`src/rtl/sum_pkg.sv`:
```
// Shared definitions for the prefix-sum decoder: FSM state encoding and
// default frame/data geometry.
package sum_pkg;

  localparam int N_DEF = 8;
  localparam int W_DEF = 8;

  typedef enum logic {
    ST_FIRST = 1'b0,
    ST_RUN   = 1'b1
  } state_t;

endpackage

```
`src/rtl/sum_decode_if.sv`:
```
// Valid/ready stream bundle carrying one data word plus an end-of-frame flag.
interface sum_decode_if
  import sum_pkg::*;
#(
  parameter int W = W_DEF
) ();

  logic [W-1:0] data;
  logic         valid;
  logic         ready;
  logic         last;

  modport master (output data, output valid, output last, input  ready);
  modport slave  (input  data, input  valid, input  last, output ready);

endinterface

```
`src/rtl/sum_out_reg.sv`:
```
// Single output register stage: loads on input transfer, drops valid once the
// sink has taken the word and nothing new arrived.
module sum_out_reg
  import sum_pkg::*;
#(
  parameter int W = W_DEF
) (
  input  logic          clk_25mhz,
  input  logic          reset,
  input  logic          i_load,
  input  logic [W-1:0]  i_data,
  input  logic          i_last,
  sum_decode_if.master  o_bus
);

  logic [W-1:0] r_data;
  logic         r_valid;
  logic         r_last;

  // NOTE: registered state uses non-blocking assignments so every flop samples
  // pre-edge values regardless of statement order.
  always_ff @(posedge clk_25mhz) begin
    if (reset) begin
      r_data  <= '0;
      r_valid <= 1'b0;
      r_last  <= 1'b0;
    end else if (i_load) begin
      r_data  <= i_data;
      r_valid <= 1'b1;
      r_last  <= i_last;
    end else if (o_bus.ready) begin
      r_valid <= 1'b0;
    end
  end

  assign o_bus.data  = r_data;
  assign o_bus.valid = r_valid;
  assign o_bus.last  = r_last;

endmodule

```
`src/rtl/sum_decode.sv`:
```
// Recovers frame elements from a stream of running (prefix) sums by
// differencing consecutive samples within each N-sample frame.
module sum_decode
  import sum_pkg::*;
#(
  parameter int N = N_DEF,
  parameter int W = W_DEF
) (
  input  logic         clk_25mhz,
  input  logic         reset,
  input  logic         clr,
  input  logic [W-1:0] in_data,
  input  logic         in_valid,
  output logic         in_ready,
  output logic [W-1:0] out_data,
  output logic         out_valid,
  input  logic         out_ready,
  output logic         out_last,
  output logic [7:0]   led
);

  localparam int IDX_W = (N > 1) ? $clog2(N) : 1;
  localparam logic [IDX_W-1:0] LAST_IDX = IDX_W'(N - 1);

  state_t           r_state, w_state_next;
  logic [IDX_W-1:0] r_idx, w_idx_next;
  logic [W-1:0]     r_prev;
  logic [W-1:0]     w_elem;
  logic [7:0]       r_led;
  logic [7:0]       w_led_next;
  logic             w_in_ready;
  logic             w_in_xfer;
  logic             w_at_last;

  sum_decode_if #(.W(W)) u_out_if ();

  // Reset and clr both stall the input for their cycle.
  assign w_in_ready = !reset && !clr && (!u_out_if.valid || out_ready);
  assign w_in_xfer  = in_valid && w_in_ready;
  assign w_at_last  = (r_idx == LAST_IDX);
  assign w_elem     = (r_state == ST_FIRST) ? in_data : in_data - r_prev;

  if (W >= 8) begin : g_led_trunc
    assign w_led_next = in_data[7:0];
  end else begin : g_led_ext
    assign w_led_next = {{(8 - W){1'b0}}, in_data};
  end

  // NOTE: defaults first so every path assigns every output; no latches.
  always_comb begin
    w_state_next = r_state;
    w_idx_next   = r_idx;
    if (clr) begin
      w_state_next = ST_FIRST;
      w_idx_next   = '0;
    end else if (w_in_xfer) begin
      w_idx_next = w_at_last ? '0 : r_idx + IDX_W'(1);
      case (r_state)
        ST_FIRST: w_state_next = ST_RUN;
        ST_RUN:   w_state_next = w_at_last ? ST_FIRST : ST_RUN;
        default:  w_state_next = ST_FIRST;
      endcase
    end
  end

  always_ff @(posedge clk_25mhz) begin
    if (reset) begin
      r_state <= ST_FIRST;
      r_idx   <= '0;
      r_prev  <= '0;
      r_led   <= '0;
    end else begin
      r_state <= w_state_next;
      r_idx   <= w_idx_next;
      if (clr) begin
        r_prev <= '0;
      end else if (w_in_xfer) begin
        r_prev <= in_data;
      end
      if (w_in_xfer && w_at_last) begin
        r_led <= w_led_next;
      end
    end
  end

  sum_out_reg #(.W(W)) u_out_reg (
    .clk_25mhz (clk_25mhz),
    .reset     (reset),
    .i_load    (w_in_xfer),
    .i_data    (w_elem),
    .i_last    (w_at_last),
    .o_bus     (u_out_if)
  );

  assign u_out_if.ready = out_ready;
  assign in_ready       = w_in_ready;
  assign out_data       = u_out_if.data;
  assign out_valid      = u_out_if.valid;
  assign out_last       = u_out_if.last;
  assign led            = r_led;

endmodule

```
`config.mk`:
```
export PLATFORM = sky130hd
export DESIGN_NAME = sum_decode
export DESIGN_NICKNAME = d
export VERILOG_FILES = /design/src/rtl/sum_pkg.sv /design/src/rtl/sum_decode_if.sv /design/src/rtl/sum_out_reg.sv /design/src/rtl/sum_decode.sv
export SDC_FILE = /design/constraint.sdc
export NUM_CORES = 1
export LEC_CHECK = 0
export BUFFER_PORTS_ARGS = -buffer_cell sky130_fd_sc_hd__clkbuf_2
export CORE_MARGIN = 10
export CORE_UTILIZATION = 30
export DETAILED_ROUTE_END_ITERATION = 6
export GPL_ROUTABILITY_DRIVEN = 0
export PLACE_DENSITY = 0.47
export SYNTH_ARGS = -nofsm -noshare
export SYNTH_HDL_FRONTEND = slang
export SYNTH_HIERARCHICAL = 1
export SYNTH_SLANG_ARGS = --single-unit
```
`constraint.sdc`:
```
create_clock -name clk_25mhz -period 2.37 [get_ports clk_25mhz]
set_clock_uncertainty 0.05 [all_clocks]
set_input_delay 0.474 -clock clk_25mhz [delete_from_list [all_inputs] [get_ports clk_25mhz]]
set_output_delay 0.474 -clock clk_25mhz [all_outputs]
set_load 0.02 [all_outputs]
```
==> results.py, run 1 <==
metrics = {
    "status": {
        "outcome": "completed",
    },
    "sta": {
        "finalHoldViolCount": 0,
        "finalCritPeriodShare_pct": 89.85,
        "tns_ns": 0,
        "finalSetupViolCount": 0,
        "rsz0062_at_grt": "no",
        "worst_pin_slew_ns": 0.4799,
        "fin_crit_ns": 2.129,
        "drv_slew": 0,
        "setup_slack_ns": 0.2406,
        "slew_headroom_pct": 68.00,
        "fmax_mhz": 469.6,
    },
    "final_layout": {
        "layout-drive-gt1-share_pct": 28.89,
        "diodes": 0,
        "syn2layout_area_growth_pct": 19.98,
        "stdcell_count": 295,
        "fin_nets": 248,
    },
    "routing": {
        "top_layer": "met4",
        "met3_length_um": 235,
        "drt_pass1_iterations": 4,
        "drtIter0Drc": 33,
        "ant_nets": 0,
        "vias": 1371,
        "wl_met2_um": 1782,
        "avgViaCountPerCell": 4.647,
        "drt-met1-wl_um": 1736,
        "drt_wl_total_um": 3798,
        "wire_per_inst_um": 12.87,
        "drc": 0,
    },
    "min_path": {
        "worstHoldStart": "in_data[7]",
        "hp-class": "input port to flip-flop",
    },
    "synth": {
        "synth_adder_area_share_pct": 8.211,
        "synth_top_area_share_pct": 37.18,
        "synthXorXnorAreaFrac_pct": 2.169,
        "synth_cells": 185,
        "yosys.area.top_type": "dfxtp_1",
        "synth_flop_cell": "dfxtp_1",
        "muxShareOfSynthArea_pct": 8.985,
        "yosysMostFrequentCell": "dfxtp_1",
        "synth_cell_type_count": 37,
        "postSynthAreaPerCell_um2": 8.731,
        "synthSimpleGateAreaFrac_pct": 18.28,
        "syn_area_um2": 1615,
        "async_flop_share_pct": 0,
        "yosysWarnings": 6,
        "synth_top_family_by_area": "simple AND/OR/NAND/NOR gates",
        "synth.net_count": 208,
        "synth-edff-count": 0,
        "synth-compound-area-share_pct": 17.20,
        "synthTopCellsByArea": "dfxtp_1, ha_1, nand2_1",
        "post_synth_most_frequent_cells": "dfxtp_1, nand2_1, a21oi_1",
        "ys_seq_elements": 30,
        "seq_area_frac_synth_pct": 37.18,
    },
    "clock_tree": {
        "numCtsBuffers": 5,
        "cts.htree.levels": 2,
        "clock_path_buffers": 2,
        "cts_sinks": 30,
        "insertion_delay_ns": 0.28,
        "post_cts_buffers": 0,
        "ctsResizeCount": 0,
        "clk_pin_slew_ns": 0.06,
        "cts_root_buffer": "clkbuf_8",
        "cts_tree": "done",
        "cts-hold-fix-buffers": 0,
    },
    "place": {
        "dp.cells": 288,
        "dp_hpwl_um": 2973,
        "dp_worst_setup_slack_ns": -0.04627,
        "port_buffers": 31,
    },
    "floorplan": {
        "core_area_um2": 5172,
        "chipWidth_um": 93.38,
        "die_y_um": 93.38,
        "num_rows": 26,
        "start_util_pct": 31.23,
        "ios": 32,
        "dieArea_um2": 8719,
    },
    "global_route": {
        "overflow": 0,
        "grtUsageTotal_pct": 9.318,
        "antenna_found_initial": 0,
        "grt_pass1_wl_um": 6486,
        "grt_max_degree": 20,
        "first_global_vias": 1365,
    },
    "power_and_ir_drop": {
        "power_density_nw_per_um2": 565.2,
        "ir_drop_v": 0.0003658,
        "p_leak_uw": 0.0008127,
        "power_uw": 1095,
    },
    "setup_path": {
        "cp_max_fo": 2,
        "crit_type": "input port to flip-flop",
        "r2r_start": "r_prev[0]",
        "worst_ep_arrival_time_ns": 2.25,
        "crit_start": "in_data[0]",
        "endpoint_kind": "flip-flop",
        "cp-start-kind": "input port",
        "cp_num_buf_inv": 3,
        "slowest_delay_ns": 0.39,
        "critical-path-top-delay-family": "adder cells",
        "crit_chain": "clkbuf_2 -> inv_1 -> ha_1 -> inv_1 -> fa_1 -> a21oi_1 -> o21ai_0 -> a21oi_1 -> xnor2_1 -> mux2_2 -> mux2i_1 -> nor2_1",
        "crit_required_ns": 2.49,
        "slowest_stage": "fa_1",
    },
    "job": {
        "maxCapViolCount": 0,
    },
}
[sequential cells by signal (all words and copies together) (netlist names)]
register,cells
u_out_reg/o_bus.last,1
u_out_reg/o_bus.data,8
led,8
r_prev,8
r_idx,3
u_out_reg/o_bus.valid,1
r_state,1
[cells in the final DEF (no fill, tap or decap)]
master,instances
nand3_1,10
inv_4,1
nand2b_1,4
clkbuf_8,5
buf_4,11
o21a_1,1
xnor2_1,2
clkbuf_2,31
nor2_1,14
a221oi_1,1
nor3_1,1
a211oi_1,1
xor2_1,2
fa_1,1
o21bai_1,2
o21ai_0,4
or3_1,1
o31ai_1,1
and3_1,2
nor2b_1,2
nand2_4,1
nor2_4,1
a21boi_4,1
a21oi_1,16
dfxtp_1,30
a31o_1,1
clkinv_2,2
nand2_1,29
inv_1,11
a31oi_1,3
mux2i_1,10
ha_1,9
o21ai_2,8
a32o_1,1
o21ai_1,1
mux2_2,4
[worst reg2reg max path, delay by kind of cell, from the launching register on]
| kind | cells | cell delay, ns |
|---|---|---|
| fa+ha+maj | 2 | 0.55 |
| compound gates | 3 | 0.51 |
| mux | 2 | 0.39 |
| flops | 1 | 0.34 |
| xor+xnor | 1 | 0.08 |
| buf+inv | 1 | 0.05 |
| simple gates | 1 | 0.05 |
[where the power goes]
group,internal [µW],switching (µW)
sequential,518,8.64
clock,197,195
combinational,77.8,99.9
total,792,303
[through the flow]
step	cell area, µm²	hold WS (ns)	util, %
after floorplan	1615	0.3894	-
final	1938	0.3977	37.47
after CTS	1938	0.3994	37.47
after global placement	1859	0.3966	35.95
after global routing	1938	0.4121	37.47
after detailed placement	1859	0.3972	35.95
[per-layer routing]
layer	vias up	track usage, %
met4	0	3.085
li1	710	-
met5	-	0
met2	24	14.79
met3	6	4.237
met1	631	10.87
[logic make-up (layout without fill, tap and decap cells)]
kind of cell / after synthesis / count (layout)
compound gates: 41 / 41
xor+xnor: 4 / 4
fa+ha+maj: 10 / 10
buf+inv: 21 / 61
flops: 30 / 30
mux: 14 / 14
simple gates: 65 / 65
[path summary, 6_finish.rpt]
check / endpoint / slack (ns) / cells after the start
worst max register to register: u_out_reg/o_bus.data[6] / 0.25 / 10
worst min-delay path: r_prev[7] / 0.40 / 3
worst max-delay path: u_out_reg/o_bus.data[6] / 0.24 / 12
worst min register to register: led[7] / 0.40 / 2
[area by class of cell]
type | count | area, µm²
fillers | 555 | 3234
multi-input cells | 134 | 885.9
flip-flops and latches | 30 | 600.6
repair buffers | 42 | 237.7
well taps | 70 | 87.58
clock buffers | 5 | 68.82
inverters | 12 | 47.55
clock inverters | 2 | 10.01
Power figures use the tool's default switching activity.
==> run 2, diff against run 1 <==
- CTS_BUF_LIST: default -> sky130_fd_sc_hd__clkbuf_8
- PLACE_DENSITY: 0.47 -> default
==> run 2 against run 1 <==
Net effect:
- die area unchanged
- global-route usage decreased by 0.29 points
- non-clock buffer count decreased by 7
- wire length decreased by 3.3%
- sequential power increased by 0.8%
- combinational power decreased by 6%
- sequential share of layout area increased by 0.45 points
- clock-buffer cell count increased by 1
- register-to-register slack about the same
==> results.py, run 2 (synthesis gave the netlist of run 1 again) <==
metrics = {
    "power_and_ir_drop": {
        "p_leak_uw": 0.0007905,
        "clock_power_share_pct": 37.5,
        "ir_drop_v": 0.0003001,
        "power_density_nw_per_um2": 583.9,
        "p_int_uw": 819.6,
        "power_uw": 1116,
        "power_switching_uw": 296.1,
        "combPwrFrac_pct": 15.0,
        "p_sw_share_pct": 26.54,
        "pwr-share-seq_pct": 47.5,
    },
    "clock_tree": {
        "clock_path_buffers": 2,
        "insertion_delay_ns": 0.28,
        "post_cts_buffers": 0,
        "cts-hold-fix-buffers": 0,
        "ctsResizeCount": 0,
        "cts_root_buffer": "clkbuf_8",
        "numCtsBuffers": 5,
        "clk_pin_slew_ns": 0.07,
        "cts_tree": "done",
        "cts.htree.levels": 2,
        "cts_sinks": 30,
    },
    "routing": {
        "drt_wl_total_um": 3672,
        "wire_per_inst_um": 12.71,
        "vias": 1326,
        "ant_nets": 0,
        "avgViaCountPerCell": 4.588,
        "drt_pass1_iterations": 4,
        "drc": 0,
        "drtIter0Drc": 39,
    },
    "final_layout": {
        "nFillCells": 557,
        "post-route-util_pct": 36.94,
        "fin_area_um2": 1911,
        "layout-drive-gt1-share_pct": 26.48,
        "syn2layout_area_growth_pct": 18.28,
        "diodes": 0,
        "fin_nets": 241,
        "layout_common_cells": "clkbuf_2, dfxtp_1, nand2_1, a21oi_1, nor2_1",
        "final_common_cell": "clkbuf_2",
    },
    "floorplan": {
        "dieArea_um2": 8719,
        "start_util_pct": 31.23,
        "num_rows": 26,
        "die_y_um": 93.38,
        "chipWidth_um": 93.38,
        "core_area_um2": 5172,
        "ios": 32,
    },
    "setup_path": {
        "r2r_start": "r_prev[0]",
        "crit_required_ns": 2.49,
        "slowest_stage": "fa_1",
        "crit_chain": "clkbuf_2 -> inv_1 -> ha_1 -> inv_1 -> fa_1 -> a21oi_1 -> o21ai_0 -> a21oi_1 -> xnor2_1 -> mux2_2 -> mux2i_1 -> nor2_1",
        "worst_ep_arrival_time_ns": 2.27,
        "crit_type": "input port to flip-flop",
        "endpoint_kind": "flip-flop",
        "r2r_end": "u_out_reg/o_bus.data[6]",
        "slowest_delay_ns": 0.40,
        "cp_max_fo": 2,
        "cp-start-kind": "input port",
        "ff2ff_path_depth": 10,
        "rrSetupSlack_ns": 0.24,
    },
    "place": {
        "dp_hpwl_um": 2870,
        "placed_area_um2": 1819,
        "dp_worst_setup_slack_ns": -0.05280,
        "port_buffers": 31,
    },
    "min_path": {
        "hold_end": "r_prev[7]",
        "worstHoldPathCells": 3,
        "hp-class": "input port to flip-flop",
        "worstHoldStart": "in_data[7]",
    },
    "global_route": {
        "grt_max_degree": 23,
        "overflow": 0,
        "antenna_found_initial": 0,
        "first_global_vias": 1346,
        "grtUsageTotal_pct": 9.025,
        "grt_pass1_wl_um": 6354,
    },
    "job": {
        "maxCapViolCount": 0,
    },
    "sta": {
        "setup_slack_ns": 0.2221,
        "drv_slew": 0,
        "rsz0062_at_grt": "no",
        "fmax_mhz": 465.6,
        "slew_headroom_pct": 64.47,
        "finalSetupViolCount": 0,
        "hold_slack_ns": 0.3901,
        "finalHoldViolCount": 0,
        "worst_pin_slew_ns": 0.5322,
        "fin_crit_ns": 2.148,
        "finalCritPeriodShare_pct": 90.63,
    },
    "status": {
        "outcome": "completed",
    },
}
## run 2: cell count changes in the layout (fill, tap and decap cells not counted)
cell,change
clkbuf_8,+1
inv_1,+1
buf_12,+1
buf_4,-8
clkinv_2,-1
## run 2: layer usage
| metal | share of wire (%) | global-route usage [%] | vias to the layer above |
|---|---|---|---|
| met3 | 6.6 | 4.157 | 6 |
| met1 | 46 | 10.83 | 602 |
| met2 | 46 | 14.04 | 25 |
| li1 | - | - | 693 |
| met4 | 1.2 | 2.699 | 0 |
| met5 | 0 | 0 | - |
## run 2: cell type report
class,count,area (µm²),area share (%)
clock buffer,6,82.58,4.322
clock inverter,2,8.758,0.4584
inverter,12,47.55,2.489
multi-input combinational,134,885.9,46.37
sequential,30,600.6,31.43
tap,70,87.58,4.584
timing repair buffer,35,197.7,10.35
## run 2: how the worst max path moves through the flow
stage	endpoint	start	slack, ns
finish	u_out_reg/o_bus.data[6]	in_data[0]	0.22
global placement	u_out_reg/o_bus.data[6]	in_data[0]	-0.03
CTS	u_out_reg/o_bus.data[6]	in_data[0]	0.24
detailed placement	u_out_reg/o_bus.data[6]	in_data[0]	-0.05
global route	u_out_reg/o_bus.data[6]	in_data[0]	0.07
floorplan	u_out_reg/o_bus.data[6]	in_data[0]	0.20
## run 2: through the flow
step / instances / TNS [ns]
4_1_cts: 289 / 0
3_5_place_dp: 281 / -0.05280
2_1_floorplan: 185 / 0
3_3_place_gp: 281 / -0.03433
5_1_grt: 289 / 0
6_report: 289 / 0
## run 2: power by group through the flow
stage	sequential [µW]	clock (µW)	combinational, µW
final	530	419	167
after global routing	532	464	189
after CTS	530	433	169
after detailed placement	541	0	168
after global placement	541	0	165
after floorplan	544	0	119
## run 2: worst max-delay path, delay by kind of cell
| kind | cells | cell delay (ns) |
|---|---|---|
| simple gates | 1 | 0.05 |
| mux | 2 | 0.39 |
| compound gates | 3 | 0.52 |
| xor+xnor | 1 | 0.08 |
| fa+ha+maj | 2 | 0.55 |
| buf+inv | 3 | 0.20 |
==> run 3, diff against run 2 <==
- RECOVER_POWER: default -> 100
==> run 3 against run 2 <==
Net effect:
- maximum frequency is essentially flat
- cell area shrank 3.3%
- sequential cell count did not move
==> results.py, run 3 (synthesis gave the netlist of run 1 again) <==
metrics = {
    "global_route": {
        "grt_max_degree": 23,
        "grt_pass1_wl_um": 6354,
        "overflow": 0,
        "top_usage_layer": "met2",
        "antenna_found_initial": 0,
        "grt_use_met3_pct": 4.157,
        "grtUsageMet2_pct": 14.04,
        "grt_util_met1_pct": 10.83,
        "first_global_vias": 1346,
        "grtUsageTotal_pct": 9.025,
    },
    "clock_tree": {
        "numCtsBuffers": 5,
        "clock_path_buffers": 2,
        "clk_pin_slew_ns": 0.07,
        "cts_tree": "done",
        "cts.htree.levels": 2,
        "cts_sinks": 30,
        "post_cts_buffers": 0,
        "insertion_delay_ns": 0.28,
        "cts_root_buffer": "clkbuf_8",
        "cts-hold-fix-buffers": 0,
        "ctsResizeCount": 0,
    },
    "floorplan": {
        "ios": 32,
        "num_rows": 26,
        "die_y_um": 93.38,
        "core_area_um2": 5172,
        "chipWidth_um": 93.38,
        "start_util_pct": 31.23,
        "dieArea_um2": 8719,
    },
    "final_layout": {
        "diodes": 0,
        "fin_nets": 241,
        "final_common_cell": "dfxtp_1",
        "fin_area_um2": 1847,
        "layout-drive-gt1-share_pct": 13.70,
        "syn2layout_area_growth_pct": 14.33,
        "layout_common_cells": "dfxtp_1, nand2_1, clkbuf_1, a21oi_1, nor2_1",
        "nFillCells": 576,
    },
    "setup_path": {
        "cp-start-kind": "input port",
        "cp_num_buf_inv": 3,
        "slowest_delay_ns": 0.40,
        "crit_required_ns": 2.49,
        "slowest_stage": "fa_1",
        "crit_type": "input port to flip-flop",
        "crit_chain": "clkbuf_1 -> inv_1 -> ha_1 -> inv_1 -> fa_1 -> a21oi_1 -> o21ai_0 -> a21oi_1 -> xnor2_1 -> mux2_2 -> mux2i_1 -> nor2_1",
        "critical-path-top-delay-family": "adder cells",
        "endpoint_kind": "flip-flop",
        "cp_max_fo": 2,
        "worst_ep_arrival_time_ns": 2.27,
    },
    "place": {
        "port_buffers": 31,
        "dp_hpwl_um": 2870,
        "placed_area_um2": 1819,
    },
    "routing": {
        "vias": 1342,
        "avgViaCountPerCell": 4.644,
        "wire_per_inst_um": 12.85,
        "drc": 0,
        "drtIter0Drc": 52,
        "ant_nets": 0,
        "drt_wl_total_um": 3713,
        "drt_pass1_iterations": 4,
    },
    "job": {
        "maxCapViolCount": 0,
    },
    "sta": {
        "worst_pin_slew_ns": 0.5238,
        "slew_headroom_pct": 65.03,
        "finalCritPeriodShare_pct": 90.60,
        "drv_slew": 0,
        "finalHoldViolCount": 0,
        "rsz0062_at_grt": "no",
        "tns_ns": 0,
        "fin_crit_ns": 2.147,
        "finalSetupViolCount": 0,
        "fmax_mhz": 465.7,
    },
    "power_and_ir_drop": {
        "ir_drop_v": 0.0002983,
        "power_uw": 1108,
        "p_leak_uw": 0.0007042,
        "power_density_nw_per_um2": 600.0,
    },
    "min_path": {
        "hp-class": "input port to flip-flop",
    },
    "status": {
        "outcome": "completed",
    },
}
[run 3: cell types whose count changed in the layout (fill, tap and decap cells not counted), moves of 5 or more]
cell	change
clkbuf_1	+21
clkbuf_2	-21
o21ai_0	+6
o21ai_2	-5
[run 3: worst reg2reg max path, delay by kind of cell, from the launching register on]
kind                       cells  cell delay [ns]
adders and majority gates      2             0.55
and+or+nand+nor                1             0.05
xor gates and xnor gates       1             0.08
buffers and inverters          1             0.05
muxes                          2             0.39
DFF                            1             0.33
AOI/OAI and AO/OA              3             0.52
[run 3: path summary, 6_finish.rpt]
check	startpoint	slack (ns)	cells after the start	to
worst min register to register	led[7]	0.40	2	led[7]
worst max register to register	r_prev[0]	0.24	10	u_out_reg/o_bus.data[6]
worst max-delay path	in_data[0]	0.22	12	u_out_reg/o_bus.data[6]
worst min-delay path	in_data[7]	0.39	3	r_prev[7]
[run 3: cell type report]
type | count | area [µm²] | share of cell area (%)
Clock buffer | 6 | 82.58 | 4.472
Timing Repair Buffer | 35 | 171.4 | 9.282
Sequential cell | 30 | 600.6 | 32.52
Tap cell | 70 | 87.58 | 4.743
Inverter | 12 | 47.55 | 2.575
Clock inverter | 2 | 8.758 | 0.4743
Multi-Input combinational cell | 134 | 848.3 | 45.94
[run 3: where the power goes]
group	switching [µW]	internal, µW
clock	190	229
combinational	92.1	67.5
sequential	11.5	518
total	293	815
[run 3: metal layers]
layer / part of all wire, % / routed length, µm
met1: 45 / 1686
met2: 47 / 1733
met3: 6.7 / 247
met4: 1.2 / 45
met5: 0 / 0
[run 3: stage by stage]
step                std cells  util, %  hold slack (ns)  setup WS, ns
finish                    289    35.70           0.3885        0.2228
global placement          281    35.17           0.3949      -0.03433
floorplan                 185        -           0.3894        0.2046
detailed placement        281    35.17           0.3977      -0.05280
CTS                       289    36.94           0.3842        0.2367
global route              289    35.70           0.3957       0.06642
